**config.mk**
```make
export PLATFORM = sky130hd
export DESIGN_NAME = separar8
export DESIGN_NICKNAME = d
export VERILOG_FILES = /design/src/rtl/separar8_pkg.sv /design/src/rtl/separar8_div.sv /design/src/rtl/separar8.sv
export SDC_FILE = /design/constraint.sdc
export NUM_CORES = 1
export LEC_CHECK = 0
export ABC_AREA = 1
export BUFFER_PORTS_ARGS = -buffer_cell sky130_fd_sc_hd__buf_2
export CAP_MARGIN = 0
export CORE_MARGIN = 10
export CORE_UTILIZATION = 36
export CTS_BUF_LIST = sky130_fd_sc_hd__clkbuf_8
export DETAILED_ROUTE_END_ITERATION = 10
export GPL_TIMING_DRIVEN = 0
export HOLD_SLACK_MARGIN = 0.1
export PLACE_DENSITY_LB_ADDON = 0.08
export SKIP_LAST_GASP = 1
export SYNTH_ARGS = -nofsm -noshare
export SYNTH_HDL_FRONTEND = slang
export SYNTH_HIERARCHICAL = 1
export SYNTH_SLANG_ARGS = --single-unit
```
**constraint.sdc**
```tcl
create_clock -name clock -period 3.4 [get_ports clock]
set_input_delay 0.68 -clock clock [delete_from_list [all_inputs] [get_ports clock]]
set_output_delay 0.68 -clock clock [all_outputs]
set_load 0.02 [all_outputs]
```
**src/rtl/separar8_pkg.sv**
```systemverilog
// Shared types and constants for the separar8 score-byte unpacker.
package separar8_pkg;

  typedef enum logic [1:0] {
    IDLE    = 2'd0,
    SHOW_LO = 2'd1,
    SHOW_HI = 2'd2
  } state_t;

  localparam logic [1:0] DIG_NONE  = 2'b00;
  localparam logic [1:0] DIG_LO    = 2'b01;
  localparam logic [1:0] DIG_HI    = 2'b10;
  localparam logic [3:0] BLANK_NIB = 4'hF;

  function automatic logic nib_not_bcd(input logic [3:0] n);
    return n > 4'd9;
  endfunction

endpackage

```
**src/rtl/separar8_div.sv**
```systemverilog
// Digit hold counter: counts cycles within one digit slot, flags the last one.
module separar8_div #(
  parameter int REFRESH_DIV = 4
) (
  input  logic clock,
  input  logic reset,
  input  logic clear,
  output logic tc
);

  localparam int CW = $clog2(REFRESH_DIV + 1);

  logic [CW-1:0] count;

  always_ff @(posedge clock) begin
    if (reset || clear) count <= '0;
    else                count <= count + CW'(1);
  end

  assign tc = (count == CW'(REFRESH_DIV - 1));

endmodule

```
**src/rtl/separar8.sv**
```systemverilog
// Packed score byte -> time-multiplexed units/tens digit bus with one-hot select.
// Optional SEPARAR8_BCD_CHECK_EN: flags and blanks non-decimal nibbles.
module separar8
  import separar8_pkg::*;
#(
  parameter int REFRESH_DIV = 4
) (
  input  logic       clock,
  input  logic       reset,
  input  logic [7:0] byte_in,
  input  logic       in_valid,
  output logic       in_ready,
  output logic [3:0] nib_out,
  output logic [1:0] dig_sel,
  output logic       out_valid,
  output logic       bcd_err,
  output logic [1:0] dbg_state
);

  // Handshake: a byte transfers on a rising edge where in_valid && in_ready.
  // in_ready is high only in IDLE and on the last cycle of SHOW_HI, so a
  // frame always shows both digits of the same byte.

  state_t     state, state_n;
  logic [7:0] latched, latched_n;
  logic       tc, clear, xfer;

  function automatic logic [3:0] disp(input logic [3:0] n);
`ifdef SEPARAR8_BCD_CHECK_EN
    return nib_not_bcd(n) ? BLANK_NIB : n;
`else
    return n;
`endif
  endfunction

  separar8_div #(.REFRESH_DIV(REFRESH_DIV)) u_div (
    .clock (clock),
    .reset (reset),
    .clear (clear),
    .tc    (tc)
  );

  assign in_ready  = (state == IDLE) || (state == SHOW_HI && tc);
  assign xfer      = in_valid && in_ready;
  assign clear     = (state_n != state);
  assign dbg_state = state;

  always_comb begin
    state_n   = state;
    latched_n = latched;
    case (state)
      IDLE: begin
        if (xfer) begin
          state_n   = SHOW_LO;
          latched_n = byte_in;
        end
      end
      SHOW_LO: begin
        if (tc) state_n = SHOW_HI;
      end
      SHOW_HI: begin
        if (tc) begin
          state_n = SHOW_LO;
          if (xfer) latched_n = byte_in;
        end
      end
      default: state_n = IDLE;
    endcase
  end

  // Outputs are registered from the next state so they line up with it.
  always_ff @(posedge clock) begin
    if (reset) begin
      state     <= IDLE;
      latched   <= 8'h00;
      nib_out   <= 4'h0;
      dig_sel   <= DIG_NONE;
      out_valid <= 1'b0;
    end else begin
      state   <= state_n;
      latched <= latched_n;
      case (state_n)
        SHOW_LO: begin
          nib_out   <= disp(latched_n[3:0]);
          dig_sel   <= DIG_LO;
          out_valid <= 1'b1;
        end
        SHOW_HI: begin
          nib_out   <= disp(latched_n[7:4]);
          dig_sel   <= DIG_HI;
          out_valid <= 1'b1;
        end
        default: begin
          nib_out   <= 4'h0;
          dig_sel   <= DIG_NONE;
          out_valid <= 1'b0;
        end
      endcase
    end
  end

`ifdef SEPARAR8_BCD_CHECK_EN
  always_ff @(posedge clock) begin
    if (reset)     bcd_err <= 1'b0;
    else if (xfer) bcd_err <= nib_not_bcd(byte_in[7:4]) | nib_not_bcd(byte_in[3:0]);
  end
`else
  assign bcd_err = 1'b0;
`endif

endmodule

```
==> flow_metrics.tcl <==
set metrics [dict create \
    status "completed" \
    min_period_ps 2180 \
    drive_gt1_share_pct 24.7 \
    grt_pass1_wl_um 3400 \
    fillers 275 \
    peakVddDrop_mv 0.226 \
    hold_path.class "reg -> reg" \
    grt_overflow_total 0 \
    drtAntennaViolNets 0 \
    ctsResizeCount 0 \
    cts_setup_buffers 0 \
    cts_made_buffers 3 \
    cp.arrival_ps 1500 \
    yosysSeqAreaShare_pct 42.9 \
    synth_cell_types 19 \
    holdBufCountCts 0 \
    whs_ps 418 \
    finClkSkew_ps 4.98 \
    startpoint_type "flop" \
    area_growth_syn_to_layout_pct 22.4 \
    drt_iter0_markers 48 \
    synth_edf_count 0 \
    viasPerCell 4.58 \
    die_h_um 70.9 \
    endpoint_kind "output pin" \
    coreArea_um2 2480 \
    routed_wl_um 2050 \
    cp_max_fo 10 \
    yosysWarningCount 6 \
    maxCapViolCount 0 \
    die_w_um 70.9 \
    p_leak_nw 0.618 \
    wl_per_cell_um 11.4 \
    synth_area_leader_cell "dfxtp_1" \
    synth_area_um2 933 \
    cts_sinks 20 \
    synth_area_leaders "dfxtp_1, inv_1, ha_1" \
    firstDrtPassIters 4 \
    final_hold_viol_count 0 \
    cts_tree "done" \
    num_rows 18 \
    final_nets 168 \
    path_class "reg -> out" \
    ios 22 \
    max_clock_freq_ghz 0.458 \
    antenna_found_initial 0 \
    drv_slew 0 \
    htreeDepth 1 \
    synth.most_common_cell "inv_1" \
    grt_pass1_vias 780 \
    setup_viol 0 \
    via_count 825 \
    die_area_um2 5030 \
    synth-seq-cells 20 \
    synth_top_area_share_pct 42.9 \
    clkLatencyLatePin_ps 260 \
    fin_tns_setup_ps 0 \
    synth_common_cells "inv_1, dfxtp_1, nand2_1, nor2_1, nand3_1" \
    critPathRequiredTime_ps 2720 \
    grt_max_degree 13 \
    insertedDiodeCount 0 \
    async_flop_share_pct 0 \
    path_clk_slew_ps 70 \
    grt_use_total_pct 8.34 \
    clk_path_buf_depth 2 \
    port_buffers 20 \
    place_congestion 0.743 \
    dpl.hpwl_um 1530 \
    start_util_pct 37.7 \
    drc 0 \
    root_buffer "clkbuf_8" \
    syn_inst 126 \
    syn-num-nets 143 \
    syn_avg_cell_area_um2 7.41 \
    synth_top_flop_cell "dfxtp_1" \
    powerDensity_nw_per_um2 510 \
    period_share_pct 64.3 \
    rsz0062_at_grt "false" \
]
## per-stage QoR
step | area [um^2] | setup WS (ps) | cells | util (%) | power [mW]
final | 1140 | 1220 | 180 | 46.1 | 0.583
after global routing | 1140 | 1140 | 180 | 46.1 | 0.610
after CTS | 1140 | 1200 | 180 | 46.1 | 0.589
after detailed placement | 1070 | 1350 | 176 | 43.2 | 0.347
after global placement | 1070 | 1350 | 176 | 43.2 | 0.346
after floorplan | 933 | 1550 | 126 | - | 0.322
## sequential cells by signal, indices dropped and copies added (netlist names)
register     count
dbg_state        2
dig_sel          2
latched          8
nib_out          4
out_valid        1
u_div/count      3
## per-layer routing
| layer | GRT usage, % | routed length, um | up-vias |
|---|---|---|---|
| met4 | 3.87 | 24 | 0 |
| met2 | 15.2 | 1050 | 13 |
| li1 | - | - | 432 |
| met3 | 2.93 | 112 | 4 |
| met1 | 8.18 | 865 | 376 |
| met5 | 0 | 0 | - |
## path summary, 6_finish.rpt
kind,end,startpoint,depth (start not counted),slack (ps)
setup / recovery,in_ready,u_div/count[0]$_SDFF_PP0_,8,1220
hold / removal,u_div/count[0]$_SDFF_PP0_,u_div/count[0]$_SDFF_PP0_,1,420
setup reg to reg,nib_out[3]$_SDFF_PP0_,u_div/count[0]$_SDFF_PP0_,12,1490
hold reg to reg,u_div/count[0]$_SDFF_PP0_,u_div/count[0]$_SDFF_PP0_,1,420
## critical path, stage by stage, from the launching register on
cell and delay (ps):
dfxtp_1 320, ha_1 190, ha_1 200, inv_2 90, nand2_2 60, buf_6 150, inv_2 60, nor2_1 30
buf_2 150
## power by group
group / internal (mW) / leakage [nW] / switching [mW]
Sequential: 0.250 / 0.165 / 0.00485
Combinational: 0.0315 / 0.417 / 0.0542
Clock: 0.157 / 0.0357 / 0.0852
Total: 0.439 / 0.618 / 0.144
## logic make-up after synthesis
| group | synth area share [%] |
|---|---|
| DFF | 42.9 |
| AOI/OAI and AO/OA | 4.29 |
| buffers and inverters | 15.8 |
| and+or+nand+nor | 28.6 |
| other | 0.402 |
| adders and majority gates | 8.04 |
## cells in the final DEF, fill, tap and decap left out
| cell type | n |
|---|---|
| bufinv_16 | 1 |
| nand2_1 | 20 |
| clkbuf_8 | 3 |
| clkbuf_1 | 1 |
| inv_1 | 24 |
| inv_2 | 5 |
| nor2_1 | 18 |
| buf_6 | 2 |
| o21ai_0 | 1 |
| nand3_1 | 9 |
| a21oi_1 | 4 |
| o221ai_2 | 1 |
| dfxtp_1 | 20 |
| nand2_2 | 2 |
| nand3_2 | 1 |
| buf_4 | 1 |
| conb_1 | 1 |
| or2_1 | 1 |
| ha_1 | 6 |
| buf_2 | 21 |
| nand4_1 | 8 |
## cell type report
class                   count  area [um^2]  share of cell area, %
flip-flops and latches     20          400                   35.0
multi-input cells          72          385                   33.7
inverters                  29          109                   9.53
repair buffers             20          100                   8.76
clock buffers               3         41.3                   3.61
plain buffers               5         38.8                   3.40
well taps                  30         37.5                   3.29
clock inverters             1         30.0                   2.63
Power figures use the tool's default switching activity.
